### src/rtl/serial_adder.sv
// ---------------------------------------------------------------------------
// serial_adder
//
// Bit-serial WIDTH-bit adder. A single full-adder cell (two cascaded half
// adders plus an OR) is reused once per clock, LSB first, with the carry
// closed through a flip-flop. An accepted start captures the operands. After
// WIDTH processing cycles, sum/cout/ovf are loaded and done pulses for one
// cycle.
//
// Optional feature macro: SERIAL_ADDER_SUB_EN
//   When defined, a 'sub' port is added. With sub=1 the B operand is loaded
//   inverted and the carry is forced to 1, so the result is a - b and
//   cout=1 means "no borrow".
//
// Ports:
//   clk    in   rising-edge clock
//   rst_n  in   asynchronous active-low reset
//   start  in   operation request, sampled only while busy=0
//   a, b   in   WIDTH-bit operands, captured on the accepted start edge
//   cin    in   carry-in, captured on the accepted start edge
//   sub    in   subtract select (only with SERIAL_ADDER_SUB_EN)
//   busy   out  high while bits are being processed
//   done   out  one-cycle pulse when sum/cout/ovf have just been updated
//   sum    out  registered WIDTH-bit result, held between operations
//   cout   out  registered carry out of the MSB
//   ovf    out  registered signed overflow (carry into MSB ^ carry out)
// ---------------------------------------------------------------------------
module serial_adder #(
    parameter int WIDTH = 4
) (
    input  logic             clk,
    input  logic             rst_n,
    input  logic             start,
    input  logic [WIDTH-1:0] a,
    input  logic [WIDTH-1:0] b,
    input  logic             cin,
`ifdef SERIAL_ADDER_SUB_EN
    input  logic             sub,
`endif
    output logic             busy,
    output logic             done,
    output logic [WIDTH-1:0] sum,
    output logic             cout,
    output logic             ovf
);

    localparam int CW = (WIDTH > 1) ? $clog2(WIDTH) : 1;
    localparam logic [CW-1:0] CNT_LAST = CW'(WIDTH - 1);

    typedef enum logic [1:0] {
        S_IDLE = 2'd0,
        S_RUN  = 2'd1,
        S_DONE = 2'd2
    } state_e;

    // Half adder: returns {carry, sum}.
    function automatic logic [1:0] half_add(input logic x, input logic y);
        half_add = {x & y, x ^ y};
    endfunction

    state_e           state_q, state_d;
    logic [WIDTH-1:0] a_sr_q, a_sr_d;
    logic [WIDTH-1:0] b_sr_q, b_sr_d;
    logic [WIDTH-1:0] s_sr_q, s_sr_d;
    logic             c_q, c_d;
    logic [CW-1:0]    cnt_q, cnt_d;
    logic             busy_q, busy_d;
    logic             done_q, done_d;
    logic [WIDTH-1:0] sum_q, sum_d;
    logic             cout_q, cout_d;
    logic             ovf_q, ovf_d;

    logic [1:0]       ha1_s, ha2_s;
    logic             bit_s, bit_c;
    logic [WIDTH-1:0] b_load_s;
    logic             c_load_s;
    logic [WIDTH-1:0] s_shift_s;

    // Full-adder cell on the current LSBs and the carry flop.
    always_comb begin
        ha1_s     = half_add(a_sr_q[0], b_sr_q[0]);
        ha2_s     = half_add(ha1_s[0], c_q);
        bit_s     = ha2_s[0];
        bit_c     = ha1_s[1] | ha2_s[1];
        // New sum bit enters at the MSB; after WIDTH shifts bit 0 sits at LSB.
        s_shift_s = {bit_s, s_sr_q[WIDTH-1:1]};
    end

    // Operand B / carry values loaded on an accepted start.
    always_comb begin
        b_load_s = b;
        c_load_s = cin;
`ifdef SERIAL_ADDER_SUB_EN
        if (sub) begin
            // a - b = a + ~b + 1; cin is ignored.
            b_load_s = ~b;
            c_load_s = 1'b1;
        end else begin
            b_load_s = b;
            c_load_s = cin;
        end
`endif
    end

    // Next-state and datapath update.
    always_comb begin
        state_d = state_q;
        a_sr_d  = a_sr_q;
        b_sr_d  = b_sr_q;
        s_sr_d  = s_sr_q;
        c_d     = c_q;
        cnt_d   = cnt_q;
        busy_d  = busy_q;
        done_d  = 1'b0;
        sum_d   = sum_q;
        cout_d  = cout_q;
        ovf_d   = ovf_q;

        case (state_q)
            S_IDLE, S_DONE: begin
                if (start) begin
                    a_sr_d  = a;
                    b_sr_d  = b_load_s;
                    c_d     = c_load_s;
                    s_sr_d  = {WIDTH{1'b0}};
                    cnt_d   = {CW{1'b0}};
                    busy_d  = 1'b1;
                    state_d = S_RUN;
                end else begin
                    busy_d  = 1'b0;
                    state_d = S_IDLE;
                end
            end
            S_RUN: begin
                a_sr_d = {1'b0, a_sr_q[WIDTH-1:1]};
                b_sr_d = {1'b0, b_sr_q[WIDTH-1:1]};
                s_sr_d = s_shift_s;
                c_d    = bit_c;
                if (cnt_q == CNT_LAST) begin
                    // MSB step: c_q is still the carry into the MSB here.
                    cnt_d   = {CW{1'b0}};
                    sum_d   = s_shift_s;
                    cout_d  = bit_c;
                    ovf_d   = c_q ^ bit_c;
                    done_d  = 1'b1;
                    busy_d  = 1'b0;
                    state_d = S_DONE;
                end else begin
                    cnt_d   = cnt_q + 1'b1;
                    busy_d  = 1'b1;
                    state_d = S_RUN;
                end
            end
            default: begin
                busy_d  = 1'b0;
                state_d = S_IDLE;
            end
        endcase
    end

    // State, datapath and output registers with asynchronous reset.
    always_ff @(posedge clk or negedge rst_n) begin
        if (!rst_n) begin
            state_q <= S_IDLE;
            a_sr_q  <= {WIDTH{1'b0}};
            b_sr_q  <= {WIDTH{1'b0}};
            s_sr_q  <= {WIDTH{1'b0}};
            c_q     <= 1'b0;
            cnt_q   <= {CW{1'b0}};
            busy_q  <= 1'b0;
            done_q  <= 1'b0;
            sum_q   <= {WIDTH{1'b0}};
            cout_q  <= 1'b0;
            ovf_q   <= 1'b0;
        end else begin
            state_q <= state_d;
            a_sr_q  <= a_sr_d;
            b_sr_q  <= b_sr_d;
            s_sr_q  <= s_sr_d;
            c_q     <= c_d;
            cnt_q   <= cnt_d;
            busy_q  <= busy_d;
            done_q  <= done_d;
            sum_q   <= sum_d;
            cout_q  <= cout_d;
            ovf_q   <= ovf_d;
        end
    end

    assign busy = busy_q;
    assign done = done_q;
    assign sum  = sum_q;
    assign cout = cout_q;
    assign ovf  = ovf_q;

endmodule

### config.mk
export PLATFORM = sky130hd
export DESIGN_NAME = serial_adder
export DESIGN_NICKNAME = d
export VERILOG_FILES = /design/src/rtl/serial_adder.sv
export SDC_FILE = /design/constraint.sdc
export NUM_CORES = 1
export LEC_CHECK = 0
export CAP_MARGIN = 30
export CORE_UTILIZATION = 25
export CTS_CLUSTER_DIAMETER = 80
export DETAILED_ROUTE_END_ITERATION = 10
export PLACE_DENSITY = 0.46
export RECOVER_POWER = 50
export SETUP_SLACK_MARGIN = 0.5
export SYNTH_ARGS = -nofsm -noshare
export SYNTH_HDL_FRONTEND = slang
export SYNTH_SLANG_ARGS = --single-unit
### constraint.sdc
create_clock -name clk -period 1.98 [get_ports clk]
set_clock_uncertainty 0.1 [all_clocks]
set_input_delay 0.594 -clock clk [delete_from_list [all_inputs] [get_ports clk]]
set_output_delay 0.594 -clock clk [all_outputs]
set_load 0.02 [all_outputs]
==> flow_metrics.env, run 1 <==
export IMPL_syn2layout_area_growth_pct=29.4
export IMPL_die_area_sq_mm=0.00485
export IMPL_setup_violations=0
export IMPL_routed_wl_microns=2080
export IMPL_place_worst_setup_slack_ns=0.155
export IMPL_grt_busiest_layer="met2"
export IMPL_crit_path_end="cout"
export IMPL_period_needed_ns=1.66
export IMPL_syn_area_per_cell_sq_um=12.7
export IMPL_fin_ws_ns=0.316
export IMPL_ys_seq_area_share_pct=50.3
export IMPL_worstPathArrival_ns=1.72
export IMPL_fin_util_pct=33.8
export IMPL_layout_nets=134
export IMPL_drtAntennaViolNets=0
export IMPL_peakVddDrop_mv=0.490
export IMPL_cts_tree="built"
export IMPL_cp_startpoint="state_q[0]"
export IMPL_slew_violations=0
export IMPL_wl_per_cell_microns=12.1
export IMPL_grt_overflow_total=0
export IMPL_crit_type="reg2reg"
export IMPL_cts_sinks=23
export IMPL_drc=0
export IMPL_drt_initial_drc_count=17
export IMPL_viasPerCell=4.54
export IMPL_min_period_over_period_pct=84.0
export IMPL_grt_use_total_pct=9.68
export IMPL_hold_path_class="reg2reg"
export IMPL_grt_pass1_wl_microns=3690
export IMPL_netlist_area_sq_mm=0.00114
export IMPL_grt_max_degree=26
export IMPL_pin_count=20
export IMPL_ys_top_cells_by_area="dfrtp_1 (50%), mux2_4 (7.9%), mux2i_1 (7.0%)"
export IMPL_grt_use_met3_pct=3.49
export IMPL_p_total_mw=2.32
export IMPL_synth_cell_types=26
export IMPL_numPortBuffers=19
export IMPL_antenna_found_initial=0
export IMPL_yosys_warnings=0
export IMPL_cap_viol_max_count=0
export IMPL_min_delay_start="ovf"
export IMPL_powerDensity_mw_per_mm2=1570
export IMPL_grt_pass1_vias=778
export IMPL_cts_root_buf="clkbuf_8"
export IMPL_synth_seq_cells=23
export IMPL_gp_congestion=0.728
export IMPL_clk_pin_slew_ns=0.08
export IMPL_final_common_cell="dfrtp_1"
export IMPL_status="finished clean"
export IMPL_drive_above_1_share_pct=29.4
export IMPL_slew_headroom_pct=60.0
export IMPL_fin_cells=171
export IMPL_cts_buffer_depth=2
export IMPL_use_met2_pct=15.5
export IMPL_nFillCells=447
export IMPL_holdBufCountCts=0
export IMPL_use_met1_pct=12.8
export IMPL_cp_end_kind="flip-flop"
export IMPL_core_sq_mm=0.00438
export IMPL_seq_area_sq_um=576
export IMPL_rsz0062_at_grt="yes"
export IMPL_timing_rr_end="cout"
export IMPL_synth_top_cell_by_area="dfrtp_1"
export IMPL_r2r_setup_slack_ns=0.32
export IMPL_tightest_slew_ns=0.600
export IMPL_rr_worst_depth=3
export IMPL_synth_top_area_share_pct=50.3
export IMPL_dp_hpwl_microns=1410
export IMPL_r2r_start="state_q[0]"
export IMPL_die_h_microns=69.7
export IMPL_cts_max_level=1
export IMPL_syn_inst=90
export IMPL_multi_input_area_sq_um=497
export IMPL_worstSkewPairLatency_ns=0.26
export IMPL_vias=777
export IMPL_drt_pass1_iter_count=3
export IMPL_fin_setup_tns_ns=0
export IMPL_max_clock_freq_mhz=601
export IMPL_dp_cells=160
export IMPL_cts_buffers=3
export IMPL_cp_data_required_time_ns=2.03
export IMPL_diodes=0
export IMPL_worstPathMaxFanout=25
export IMPL_most_common_layout_cells="dfrtp_1 (23), clkdlybuf4s50_1 (9), buf_6 (9), buf_4 (9), mux2i_1 (8)"
export IMPL_startpoint_type="flip-flop"
export IMPL_row_count=24
export IMPL_die_x_microns=69.7
export IMPL_leakage_nw=0.670
export IMPL_finalHoldViolCount=0
export IMPL_synth_nets=104
export IMPL_initial_core_util_pct=26.1
worst max-delay path, cell delays in order (launching register included):
cell and delay [ns]:
dfrtp_1 0.39, buf_6 0.23, nand3b_1 0.40, mux2_4 0.43
layer usage:
metal / wire (microns) / vias to the layer above
met5: 0 / -
met4: 0 / 0
met3: 96 / 0
met2: 961 / 18
met1: 1020 / 374
li1: - / 385
how the worst min path moves through the flow:
| stage | depth (start not counted) | end | slack [ns] |
|---|---|---|---|
| after floorplan | 0 | a_sr_q[0] | 0.20 |
| after global placement | 2 | ovf | 0.37 |
| after detailed placement | 2 | ovf | 0.38 |
| after CTS | 2 | ovf | 0.42 |
| after global routing | 1 | sum[0] | 0.47 |
| final | 2 | ovf | 0.41 |
registers in the layout, summed over array words and instances (netlist names):
register,cells
a_sr_q,4
b_sr_q,4
c_q,1
cnt_q,2
cout,1
done,1
ovf,1
s_sr_q,3
state_q,2
sum,4
power by group:
group          total [mW]  switching, mW  leakage [nW]  internal (mW)
Combinational        1.17          0.472         0.360          0.695
Sequential          0.860          0.176         0.284          0.684
Clock               0.293          0.153        0.0255          0.140
Total                2.32          0.801         0.670           1.52
Yosys cell counts:
master / n
a21o_1: 1
mux2i_1: 8
fa_1: 1
mux2_4: 6
o22ai_1: 1
nand2_1: 1
o21ai_0: 4
nor3_1: 1
buf_4: 1
nor2b_1: 6
inv_1: 3
nand3b_4: 1
ha_1: 1
nor2_2: 1
a31oi_1: 1
a22o_1: 5
xnor2_1: 1
nand3_1: 2
nand2b_1: 1
a21oi_1: 6
a211oi_1: 6
nand2b_4: 1
dfrtp_1: 23
mux2_2: 3
buf_2: 2
buf_6: 3
through the flow:
stage	instance area (sq um)	hold WS, ns
floorplan	1140	0.198
global placement	1390	0.368
detailed placement	1390	0.379
CTS	1470	0.423
global route	1480	0.469
finish	1480	0.411
repair_timing:
item	in CTS	in global routing
buffers inserted	5	2
gates cloned	0	0
pin swaps	0	1
resized for setup	46	6
endpoints found under the setup margin	19	14
cells by family after synthesis:
| logic type | after synthesis | share of synthesized area, % |
|---|---|---|
| multiplexers | 17 | 17.8 |
| AO/OA/AOI/OAI | 24 | 13.9 |
| buffers and inverters | 9 | 5.46 |
| flip-flops | 23 | 50.3 |
| XOR/XNOR | 1 | 0.765 |
| adder cells (fa/ha/maj) | 2 | 2.84 |
| AND/OR/NAND/NOR | 14 | 8.96 |
cell type report:
| class | count | share of cell area, % |
|---|---|---|
| Sequential cell | 23 | 38.9 |
| Tap cell | 52 | 4.39 |
| Clock buffer | 3 | 2.79 |
| Multi-Input combinational cell | 58 | 33.5 |
| Inverter | 3 | 0.760 |
| Clock inverter | 1 | 0.338 |
| Timing Repair Buffer | 31 | 19.3 |
No activity file was read; power rests on OpenSTA's default activity.
==> run 2: changes to the inputs <==
Clock period 1.98 ns to 1.6 ns, I/O delays scaled along.
==> run 2 against run 1 <==
Critical path depth stayed put; wire length is 25% higher; register-to-register slack worse by 0.23 ns; largest cell class is now multi-input combinational cells; worst hold slack better by 0.023 ns; largest power group unchanged; count of clock-buffer cells in the layout stayed put; first-iteration DRC count is 94% higher; sequential power is 23% higher; die area stayed put; sequential share of layout area is 6.8 points lower; sequential cell count stayed put; via count is 13% higher; critical path type unchanged.
==> flow_metrics.env, run 2 (same netlist as run 1, synthesis figures left out) <==
export IMPL_status="finished clean"
export IMPL_layout_nets=151
export IMPL_min_period_over_period_pct=94.9
export IMPL_slew_headroom_pct=59.7
export IMPL_dp_hpwl_microns=1500
export IMPL_wl_per_cell_microns=13.8
export IMPL_leakage_nw=0.823
export IMPL_cp_end_kind="flip-flop"
export IMPL_core_sq_mm=0.00438
export IMPL_cts_max_level=1
export IMPL_fin_util_pct=41.2
export IMPL_vias=878
export IMPL_die_h_microns=69.7
export IMPL_p_total_mw=3.53
export IMPL_drtAntennaViolNets=0
export IMPL_internal_power_mw=2.34
export IMPL_worstPathMaxFanout=2
export IMPL_grt_pass1_vias=960
export IMPL_whs_path_depth=2
export IMPL_max_clock_freq_mhz=659
export IMPL_viasPerCell=4.67
export IMPL_hold_path_class="reg2reg"
export IMPL_period_needed_ns=1.52
export IMPL_diodes=0
export IMPL_cts_buffer_depth=2
export IMPL_cts_root_buf="clkbuf_8"
export IMPL_clk_pin_slew_ns=0.09
export IMPL_drt_initial_drc_count=33
export IMPL_cts_sinks=23
export IMPL_row_count=24
export IMPL_cap_viol_max_count=0
export IMPL_grt_use_total_pct=12.6
export IMPL_tightest_slew_ns=0.604
export IMPL_startpoint_type="flip-flop"
export IMPL_r2r_start="c_q"
export IMPL_die_x_microns=69.7
export IMPL_rsz0062_at_grt="yes"
export IMPL_final_area_sq_mm=0.00180
export IMPL_grt_max_degree=24
export IMPL_grt_pass1_wl_microns=4790
export IMPL_final_common_cell="dfrtp_1"
export IMPL_die_area_sq_mm=0.00485
export IMPL_antenna_found_initial=0
export IMPL_worstSkewPairLatency_ns=0.27
export IMPL_netSwitchingFraction_pct=33.7
export IMPL_grt_overflow_total=0
export IMPL_fin_ws_ns=0.0814
export IMPL_clock_power_share_pct=10.6
export IMPL_syn2layout_area_growth_pct=57.6
export IMPL_pin_count=20
export IMPL_worstPathArrival_ns=1.59
export IMPL_setup_violations=0
export IMPL_cts_buffers=3
export IMPL_gp_congestion=0.653
export IMPL_min_delay_start="ovf"
export IMPL_place_worst_setup_slack_ns=-0.128
export IMPL_timing_rr_end="s_sr_q[3]"
export IMPL_fin_setup_tns_ns=0
export IMPL_most_common_layout_cells="dfrtp_1 (21), buf_6 (15), buf_4 (13)"
export IMPL_initial_core_util_pct=26.1
export IMPL_p_switching_mw=1.19
export IMPL_placed_cell_area_sq_mm=0.00146
export IMPL_crit_type="reg2reg"
export IMPL_finalHoldViolCount=0
export IMPL_rr_worst_depth=3
export IMPL_routed_wl_microns=2590
export IMPL_numPortBuffers=19
export IMPL_powerDensity_mw_per_mm2=1960
export IMPL_cp_data_required_time_ns=1.67
export IMPL_r2r_setup_slack_ns=0.08
export IMPL_drive_above_1_share_pct=52.2
export IMPL_seqPwrFrac_pct=30.0
export IMPL_p_comb_share_pct=59.5
export IMPL_hold_path_end="ovf"
export IMPL_peakVddDrop_mv=0.635
export IMPL_drc=0
export IMPL_slew_violations=0
export IMPL_drt_pass1_iter_count=4
export IMPL_cts_tree="built"
## run 2: final cells by class
cell class	count	area, sq um
clock buffer	3	41.3
clock inverter	1	5.00
fill	409	2580
inverter	3	11.3
multi-input combinational	58	589
sequential	23	578
tap	52	65.1
timing repair buffer	48	514
## run 2: how the worst max path moves through the flow
stage               from         to  slack (ns)  depth (start not counted)
3_5_place_dp       start  a_sr_q[2]       -0.13                          5
3_3_place_gp       start        c_q       -0.09                          5
5_1_grt              c_q  s_sr_q[3]        0.02                          3
4_1_cts              c_q  s_sr_q[3]        0.06                          3
6_report             c_q  s_sr_q[3]        0.08                          3
2_1_floorplan  a_sr_q[0]  s_sr_q[3]        0.10                          3
## run 2: per-stage QoR
| step | hold slack (ns) | std cells |
|---|---|---|
| after detailed placement | 0.396 | 161 |
| after CTS | 0.425 | 185 |
| after global placement | 0.373 | 161 |
| final | 0.434 | 188 |
| after global routing | 0.468 | 188 |
| after floorplan | 0.0844 | 90 |
## run 2: critical path, cell delays in order (launching register included)
cell and delay, ns:
dfrtp_1 0.41, fa_2 0.48, mux2_2 0.27, a22o_1 0.17
## run 2: repair_timing
action,CTS,global route
pin swaps,9,6
gates cloned,2,0
setup endpoints to repair,31,31
gates resized for setup,76,9
endpoints found under the hold margin,0,0
hold buffers,0,0
setup buffers,18,3
## run 2: power by group through the flow
| stage | clock (mW) | combinational, mW | sequential [mW] |
|---|---|---|---|
| detailed placement | 0 | 1.43 | 1.08 |
| CTS | 0.400 | 2.08 | 1.06 |
| floorplan | 0 | 0.970 | 1.13 |
| finish | 0.373 | 2.10 | 1.06 |
| global route | 0.419 | 2.29 | 1.10 |
| global placement | 0 | 1.39 | 1.06 |
## run 2: layer usage
metal | GRT usage, % | up-vias | part of all wire, %
met5 | 0 | - | 0
met4 | 2.00 | 0 | 0.46
met3 | 3.78 | 2 | 4.3
met2 | 21.0 | 22 | 50
met1 | 16.3 | 437 | 45
li1 | - | 417 | -
